File: config.mk
export PLATFORM = sky130hd
export DESIGN_NAME = am_stim_gen
export DESIGN_NICKNAME = d
export VERILOG_FILES = /design/src/rtl/am_stim_pkg.sv /design/src/rtl/am_sine_lut.sv /design/src/rtl/am_stim_gen.sv
export SDC_FILE = /design/constraint.sdc
export NUM_CORES = 2
export LEC_CHECK = 0
export ABC_AREA = 1
export ABC_CLOCK_PERIOD_IN_PS = 13800
export CORE_ASPECT_RATIO = 1.5
export CORE_MARGIN = 5
export CORE_UTILIZATION = 30
export CTS_CLUSTER_SIZE = 20
export DETAILED_ROUTE_END_ITERATION = 10
export PLACE_DENSITY_LB_ADDON = 0.2
export SYNTH_ARGS = -nofsm -noshare
export SYNTH_HDL_FRONTEND = slang
export SYNTH_SLANG_ARGS = --single-unit
export TNS_END_PERCENT = 100
File: constraint.sdc
create_clock -name clk -period 13.8 [get_ports clk]
set_input_delay 2.76 -clock clk [delete_from_list [all_inputs] [get_ports clk]]
set_output_delay 2.76 -clock clk [all_outputs]
set_load 0.05 [all_outputs]
File: src/rtl/am_stim_pkg.sv
// am_stim_pkg: shared widths, pipeline constants and sine table generator
// for the AM stimulus generator.
package am_stim_pkg;

    localparam int PHASE_W_D = 24;
    localparam int SIN_W_D   = 16;
    localparam int LUT_AW_D  = 10;
    localparam int OUT_W_D   = 14;
    localparam int DEPTH_W_D = 8;

    localparam int OUT_SHIFT = 2 * SIN_W_D - OUT_W_D;
    localparam int PIPE_LAT  = 4;

    // Quarter-wave entry k, sampled mid-bin so the mirrored quadrants stay exact.
    function automatic int qsin(input int k, input int sin_w, input int lut_aw);
        real ang;
        real amp;
        ang = 2.0 * 3.14159265358979 * ($itor(k) + 0.5) / (2.0 ** lut_aw);
        amp = (2.0 ** (sin_w - 1)) - 1.0;
        return $rtoi(amp * $sin(ang) + 0.5);
    endfunction

endpackage

File: src/rtl/am_sine_lut.sv
// am_sine_lut: quarter-wave sine ROM with quadrant mirror/negate,
// NP independent ports sharing one table, registered read.
import am_stim_pkg::*;

module am_sine_lut #(
    parameter int SIN_W  = SIN_W_D,
    parameter int LUT_AW = LUT_AW_D,
    parameter int NP     = 2
) (
    input  logic                         clk,
    input  logic                         reset_n,
    input  logic                         en_i,
    input  logic [NP-1:0][LUT_AW-1:0]    addr_i,
    output logic [NP-1:0][SIN_W-1:0]     data_o
);

    localparam int QN = 2 ** (LUT_AW - 2);

    logic [SIN_W-1:0] rom [QN];

    for (genvar k = 0; k < QN; k++) begin : g_rom
        assign rom[k] = SIN_W'(qsin(k, SIN_W, LUT_AW));
    end

    for (genvar p = 0; p < NP; p++) begin : g_port
        logic [LUT_AW-3:0] idx;
        logic [SIN_W-1:0]  mag;
        logic [SIN_W-1:0]  data_q;

        // Odd quadrants walk the table backwards; the upper half is negated.
        assign idx = addr_i[p][LUT_AW-2] ? ~addr_i[p][LUT_AW-3:0]
                                         : addr_i[p][LUT_AW-3:0];
        assign mag = rom[idx];

        always_ff @(posedge clk or negedge reset_n) begin
            if (!reset_n) begin
                data_q <= '0;
            end else if (en_i) begin
                data_q <= addr_i[p][LUT_AW-1] ? -mag : mag;
            end
        end

        assign data_o[p] = data_q;
    end

endmodule

File: src/rtl/am_stim_gen.sv
// am_stim_gen: sine carrier amplitude-modulated by a sine tone, 4-clk pipeline.
// Define AM_INTERFERENCE_EN to mix a third (interference) tone into the envelope.
import am_stim_pkg::*;

module am_stim_gen #(
    parameter int PHASE_W = PHASE_W_D,
    parameter int SIN_W   = SIN_W_D,
    parameter int LUT_AW  = LUT_AW_D,
    parameter int OUT_W   = OUT_W_D,
    parameter int DEPTH_W = DEPTH_W_D
) (
    input  logic                      clk,
    input  logic                      reset_n,
    input  logic                      ce,
    input  logic                      run,
    input  logic                      cfg_load,
    input  logic [PHASE_W-1:0]        car_inc,
    input  logic [PHASE_W-1:0]        bb_inc,
    input  logic [DEPTH_W-1:0]        depth,
    input  logic [PHASE_W-1:0]        intf_inc,
    output logic signed [OUT_W-1:0]   out_sample,
    output logic                      out_valid
);

`ifdef AM_INTERFERENCE_EN
    localparam int NP = 3;
`else
    localparam int NP = 2;
`endif
    localparam int MW    = SIN_W + DEPTH_W + 1;
    localparam int PW    = 2 * SIN_W + 1;
    localparam int SHIFT = 2 * SIN_W - OUT_W;
    localparam logic signed [SIN_W:0] ENV_BIAS = {2'b01, {(SIN_W-1){1'b0}}};

    logic [NP-1:0][PHASE_W-1:0] inc_in, inc_q, acc_q, acc_d;
    logic [NP-1:0][LUT_AW-1:0]  addr;
    logic [NP-1:0][SIN_W-1:0]   wave;
    logic [DEPTH_W-1:0]         depth_q;
    logic [PIPE_LAT:0]          vld_q;
    logic signed [SIN_W-1:0]    bb_eff, car_q;
    logic signed [MW-1:0]       mod_full, mod_sh;
    logic signed [SIN_W:0]      env_d, env_q;
    logic signed [PW-1:0]       prod_d, prod_q;
    logic signed [OUT_W-1:0]    out_q;
    logic                       unused_bits;

`ifdef AM_INTERFERENCE_EN
    assign inc_in = {intf_inc, bb_inc, car_inc};
    assign bb_eff = ($signed(wave[1]) >>> 1) + ($signed(wave[2]) >>> 1);
`else
    logic unused_intf;
    assign unused_intf = ^intf_inc;
    assign inc_in = {bb_inc, car_inc};
    assign bb_eff = $signed(wave[1]);
`endif

    always_comb begin
        acc_d = acc_q;
        for (int i = 0; i < NP; i++) begin
            if (!run) begin
                acc_d[i] = '0;
            end else if (ce) begin
                acc_d[i] = acc_q[i] + inc_q[i];
            end
        end
    end

    always_ff @(posedge clk or negedge reset_n) begin
        if (!reset_n) begin
            acc_q   <= '0;
            inc_q   <= '0;
            depth_q <= '0;
            vld_q   <= '0;
        end else begin
            acc_q <= acc_d;
            vld_q <= {vld_q[PIPE_LAT-1:0], ce & run};
            if (cfg_load) begin
                inc_q   <= inc_in;
                depth_q <= depth;
            end
        end
    end

    for (genvar i = 0; i < NP; i++) begin : g_addr
        assign addr[i] = acc_q[i][PHASE_W-1 -: LUT_AW];
    end

    am_sine_lut #(
        .SIN_W  (SIN_W),
        .LUT_AW (LUT_AW),
        .NP     (NP)
    ) u_lut (
        .clk     (clk),
        .reset_n (reset_n),
        .en_i    (vld_q[0]),
        .addr_i  (addr),
        .data_o  (wave)
    );

    // Envelope stays strictly positive: |bb*depth| >> DEPTH_W < 2^(SIN_W-1).
    assign mod_full = MW'(bb_eff) * MW'($signed({1'b0, depth_q}));
    assign mod_sh   = mod_full >>> DEPTH_W;
    assign env_d    = ENV_BIAS + $signed(mod_sh[SIN_W:0]);
    assign prod_d   = PW'(env_q) * PW'(car_q);

    always_ff @(posedge clk or negedge reset_n) begin
        if (!reset_n) begin
            env_q  <= '0;
            car_q  <= '0;
            prod_q <= '0;
            out_q  <= '0;
        end else begin
            if (vld_q[1]) begin
                env_q <= env_d;
                car_q <= wave[0];
            end
            if (vld_q[2]) begin
                prod_q <= prod_d;
            end
            if (vld_q[3]) begin
                out_q <= prod_q[SHIFT +: OUT_W];
            end
        end
    end

    assign unused_bits = ^{mod_sh[MW-1:SIN_W+1], prod_q[PW-1:SHIFT+OUT_W],
                           prod_q[SHIFT-1:0]};

    assign out_sample = out_q;
    assign out_valid  = vld_q[PIPE_LAT];

endmodule
After elaboration in Yosys (flattened, before gate mapping):

Memory sizes are Yosys's and may differ from the RTL's.
Cells that the tools add are included.

* register bits after elaboration: 220
* ROM bits: 8192
* input bits: 85
* output and inout port bits: 15
* logic and storage cells: 41
* memories kept: 2

Memory list
* (no name shown): words 256, width 16, rd ports 1, clocked after memory_dff 0, wr ports 0, line am_sine_lut.sv:33 `assign mag = rom[idx];`
* (no name shown): words 256, width 16, rd ports 1, clocked after memory_dff 0, wr ports 0, line am_sine_lut.sv:33

* add/sub/neg operators: 5
* multipliers: 2
* $lt $le $gt $ge: 2
* equal/unequal tests: 1
* multiplexer cells: 12
* bitwise gates (word level): 5

Operator list (count)
* two-way mux 16 bit: 6
* two-way mux 24 bit: 4
* adder 24 bit: 2
* multiplier 17 x 16 -> 32 bit: 1
* negation 16 bit: 2
* multiplier 16 x 9 -> 25 bit: 1
* greater-or-equal comparator 9 bit, second input constant: 2
* NOT 8 -> 9 bit: 2
* adder 17 bit, first input constant: 1
* two-way mux 8 bit: 2
* NOT 8 bit: 2
* inequality test 2 bit, second input constant: 1
* bitwise AND 1 bit: 1

Logic depth before layout (Yosys ltp):

* depth in word-level cells: 8
* gate-level depth with buffers: 28
* depth with buffers taken out: 27

Hierarchy:

From an unflattened synthesis, not the netlist that was laid out.

* cell total of the unflattened synthesis: 5208
* area, all modules: 35021.1 sq um

Modules (own cells, without submodules)
* am_stim_gen: instances 1, cells an instance 3179, area an instance 24606.1 sq um, seq. area each 4254.1 sq um
* am_sine_lut: instances 1, cells an instance 2029, area an instance 10415.0 sq um, seq. area each 800.8 sq um

Least setup slack after synthesis:

No wires, ideal clock.

* path type: flip-flop to flip-flop
* from: reg car_q[7]
* to: reg prod_q[29]
* library setup time: 0.083 ns
* arrival time: 5.538 ns
* required time: 13.717 ns
* setup slack: 8.180 ns
* stages on the path, launching flop included: 23
* path buffers: 2
* clock period less this slack: 5.620 ns
* cells stage by stage: dfrtp_1 > clkbuf_1 > clkbuf_1 > nand2_1 > fa_1 > inv_1 > fa_1 > inv_1 > fa_1 > inv_1 > fa_1 > fa_1 > inv_1 > fa_1 > inv_1 > ha_1 > nand2_1 > nor4_1 > nand2_1 > o211ai_1 > a31oi_1 > xor2_1 > o21ai_0

* longest elaborated chain between the ends: 1

Ends and longest elaborated chain
* start: declaration: line am_stim_gen.sv:40 `logic signed [SIN_W-1:0] bb_eff, car_q;`
* start signal: assignment: line am_stim_gen.sv:115 `car_q <= wave[0];`
* multiplier 17 x 16 -> 32 bit: line am_stim_gen.sv:104 `assign prod_d = PW'(env_q) * PW'(car_q);`
* end signal: assignment: line am_stim_gen.sv:118 `prod_q <= prod_d;`
* end: declaration: line am_stim_gen.sv:43 `logic signed [PW-1:0] prod_d, prod_q;`

No other way between the ends.
A chain may end at the register's enable or synchronous reset.

Final worst setup path:

* from: reg car_q[2]
* to: reg prod_q[30]

Same word-level chain as after synthesis.

==> flow_summary.json <==
{
  "status": "complete, no violations",
  "io_pins": 100,
  "drc": 0,
  "synth_top_flop_cell": "dfrtp_1",
  "synthesis.nets": 5459,
  "syn_to_final_growth_pct": 8.13,
  "worstSetupEndpointType": "flop",
  "clockRootBuffer": "clkbuf_16",
  "synthesis.area_sq_mm": 0.0333,
  "vias_per_cell": 4.97,
  "ys_ff_latch": 202,
  "synth_area_leaders": "fa_1 23%, nand2_1 17%, dfrtp_1 15%",
  "drt_wl_total_um": 120000,
  "cts_max_level": 1,
  "post_cts_resized": 0,
  "seq_area_frac_synth_pct": 15.2,
  "cts_buffer_depth": 3,
  "grt_first_pass_wirelength_um": 187000,
  "hp-class": "reg2reg",
  "start_util_pct": 30.3,
  "grt_overflow": 0,
  "hold_path_startpoint": "prod_q[22]",
  "reg2reg_setup_slack_ps": 7270,
  "final.setup_skew_ps": 47.1,
  "place_congestion": 1.00,
  "track_usage_pct": 20.2,
  "fin_crit_ps": 6530,
  "crit_buf_inv": 3,
  "drive_gt1_share_pct": 5.07,
  "crit_chain": "nand2_1 > inv_1 > fa_1 > fa_1 > fa_1 > fa_1 > fa_1 > inv_1 > fa_1 > inv_1 > ha_1 > nand2_1 > nor4_1 > o21ai_0 > nand3_1 > nand2_1 > o211ai_1 > nor2_1 > o31ai_1",
  "wl_per_cell_um": 19.6,
  "n_antenna_cell": 0,
  "utilization_pct": 32.7,
  "path_delay_family": "adder cells",
  "setup_tns_ps": 0,
  "avgSynthCellArea_sq_um": 7.00,
  "slowest_delay_ps": 870,
  "cts_tree": "built",
  "synth_top_area_share_pct": 22.7,
  "path_clk_slew_ps": 50,
  "die_height_um": 418,
  "finalCritPeriodShare_pct": 47.3,
  "crit_fanout": 18,
  "hold_path_depth": 2,
  "rsz0062_at_grt": "no",
  "setup_slack_ps": 7270,
  "worst_pin_slew_ps": 1190,
  "cp.arrival_ps": 7040,
  "grt_max_degree": 73,
  "synth_cell_types": 55,
  "synth_edf_count": 0,
  "pre_cts_ws_ps": 7170,
  "critPathLaunchType": "flop",
  "synthArstFlopShare_pct": 100,
  "setup_viol": 0,
  "cpMostUsedCell": "fa_1",
  "drt-initial-drc-count": 1943,
  "critPathRequiredTime_ps": 14310,
  "r2r_start": "car_q[2]",
  "post_cts_buffers": 0,
  "ctsHoldBuffers": 0,
  "holdPathEnd": "prod_q[22]",
  "synth_warnings": 0,
  "antenna_found_initial": 3,
  "rows": 149,
  "slew_viol_final": 0,
  "hpwl_um": 95400,
  "drtPass1Iterations": 6,
  "crit_slowest_cell": "dfrtp_1",
  "clock_latency_ps": 610,
  "cap_violations": 0,
  "port_buffers": 75,
  "hold_viol": 0,
  "rr_endpoint": "prod_q[30]",
  "die_x_um": 282,
  "grt_pass1_vias": 32300,
  "rr_worst_depth": 19,
  "setup.worst_path.class": "reg2reg",
  "cts_sinks": 202,
  "numCtsBuffers": 28,
  "final_antenna_net_count": 0,
  "vias": 30400,
  "slew_headroom_pct": 20.8,
  "design.core.area_sq_mm": 0.110,
  "nNetsFinal": 5374,
  "nFillCells": 12100,
  "die-area_sq_mm": 0.118,
  "fmax_mhz": 153,
  "synth_top_area_cell": "fa_1",
  "postSynthCellCount": 4759
}
registers in the layout, indices dropped and copies added (netlist names):
name and flops:
depth_q 8, car_q 16, out_sample 14, u_lut.g_port.data_q 32, prod_q 14, inc_q 48, acc_q 48, env_q 17
vld_q 5
layer usage:
layer  wire (um)  part of all wire (%)  track usage [%]  vias to the layer above
li1            -                     -                -                    14600
met1       42500                    35             21.1                    14500
met2       63200                    53             38.5                      918
met3        4790                   4.0             1.78                      369
met4        9600                   8.0             12.5                        0
met5           0                     0                0                        -
metrics by stage:
stage	cells	hold WS, ps	instance area, sq um
after global routing	6127	498	36000
after CTS	6127	480	36000
after detailed placement	6078	465	35100
after global placement	6078	463	35100
final	6127	476	36000
after floorplan	4759	352	33300
worst reg2reg max path, delay by kind of cell (launching register included):
family | cells | cell delay [ps]
compound gates | 3 | 560
buf+inv | 3 | 220
fa+ha+maj | 7 | 3420
flops | 1 | 870
simple gates | 6 | 1420
layout make-up:
type	instances	area, sq um	area share (%)
multi-input combinational	3483	24000	66.7
sequential	202	5050	14.0
inverter	852	3200	8.88
tap	1434	1790	4.98
timing repair buffer	107	991	2.75
clock buffer	38	810	2.25
clock inverter	11	165	0.458
cells by family (layout without fill, tap and decap cells):
group / Yosys count / count (layout) / synth area share, %
buffers and inverters: 1074 / 1008 / 12.8
AOI/OAI and AO/OA: 566 / 566 / 9.49
DFF: 202 / 202 / 15.2
xor gates and xnor gates: 54 / 54 / 1.64
adders and majority gates: 615 / 615 / 31.6
and+or+nand+nor: 2180 / 2180 / 27.0
muxes: 68 / 68 / 2.30
how the worst max path moves through the flow:
stage / start / endpoint / slack, ps / cells past startpoint
floorplan: car_q[7] / prod_q[29] / 8180 / 22
global placement: car_q[1] / prod_q[29] / 7220 / 18
detailed placement: car_q[1] / prod_q[30] / 7170 / 19
CTS: car_q[1] / prod_q[30] / 7200 / 19
global route: car_q[1] / prod_q[30] / 6810 / 19
finish: car_q[2] / prod_q[30] / 7270 / 19
cell usage after synthesis (33+ instances only):
master,n
nand2_1,1469
inv_1,832
fa_1,378
nand3_1,368
ha_1,237
nor2_1,212
o21ai_0,205
dfrtp_1,202
a21oi_1,196
clkbuf_1,130
mux2_2,68
buf_2,43
o21ai_1,33
cells in the final DEF (no fill, tap or decap), types with 22 or more instances in the layout:
cell / count
fa_1: 378
clkbuf_16: 29
nand2_2: 23
xor2_1: 22
mux2_2: 68
buf_4: 32
inv_1: 832
nand2_1: 1467
nand3_1: 368
a21oi_1: 196
o21ai_0: 205
dfrtp_1: 202
clkdlybuf4s50_1: 73
nand4_1: 29
nor2_1: 211
ha_1: 237
a31oi_1: 23
o211ai_1: 28
xnor2_1: 24
or2_2: 24
o21ai_1: 33
Power is not shown: default switching activity piles up to over one toggle a cycle in this logic, so the estimate is an artifact.
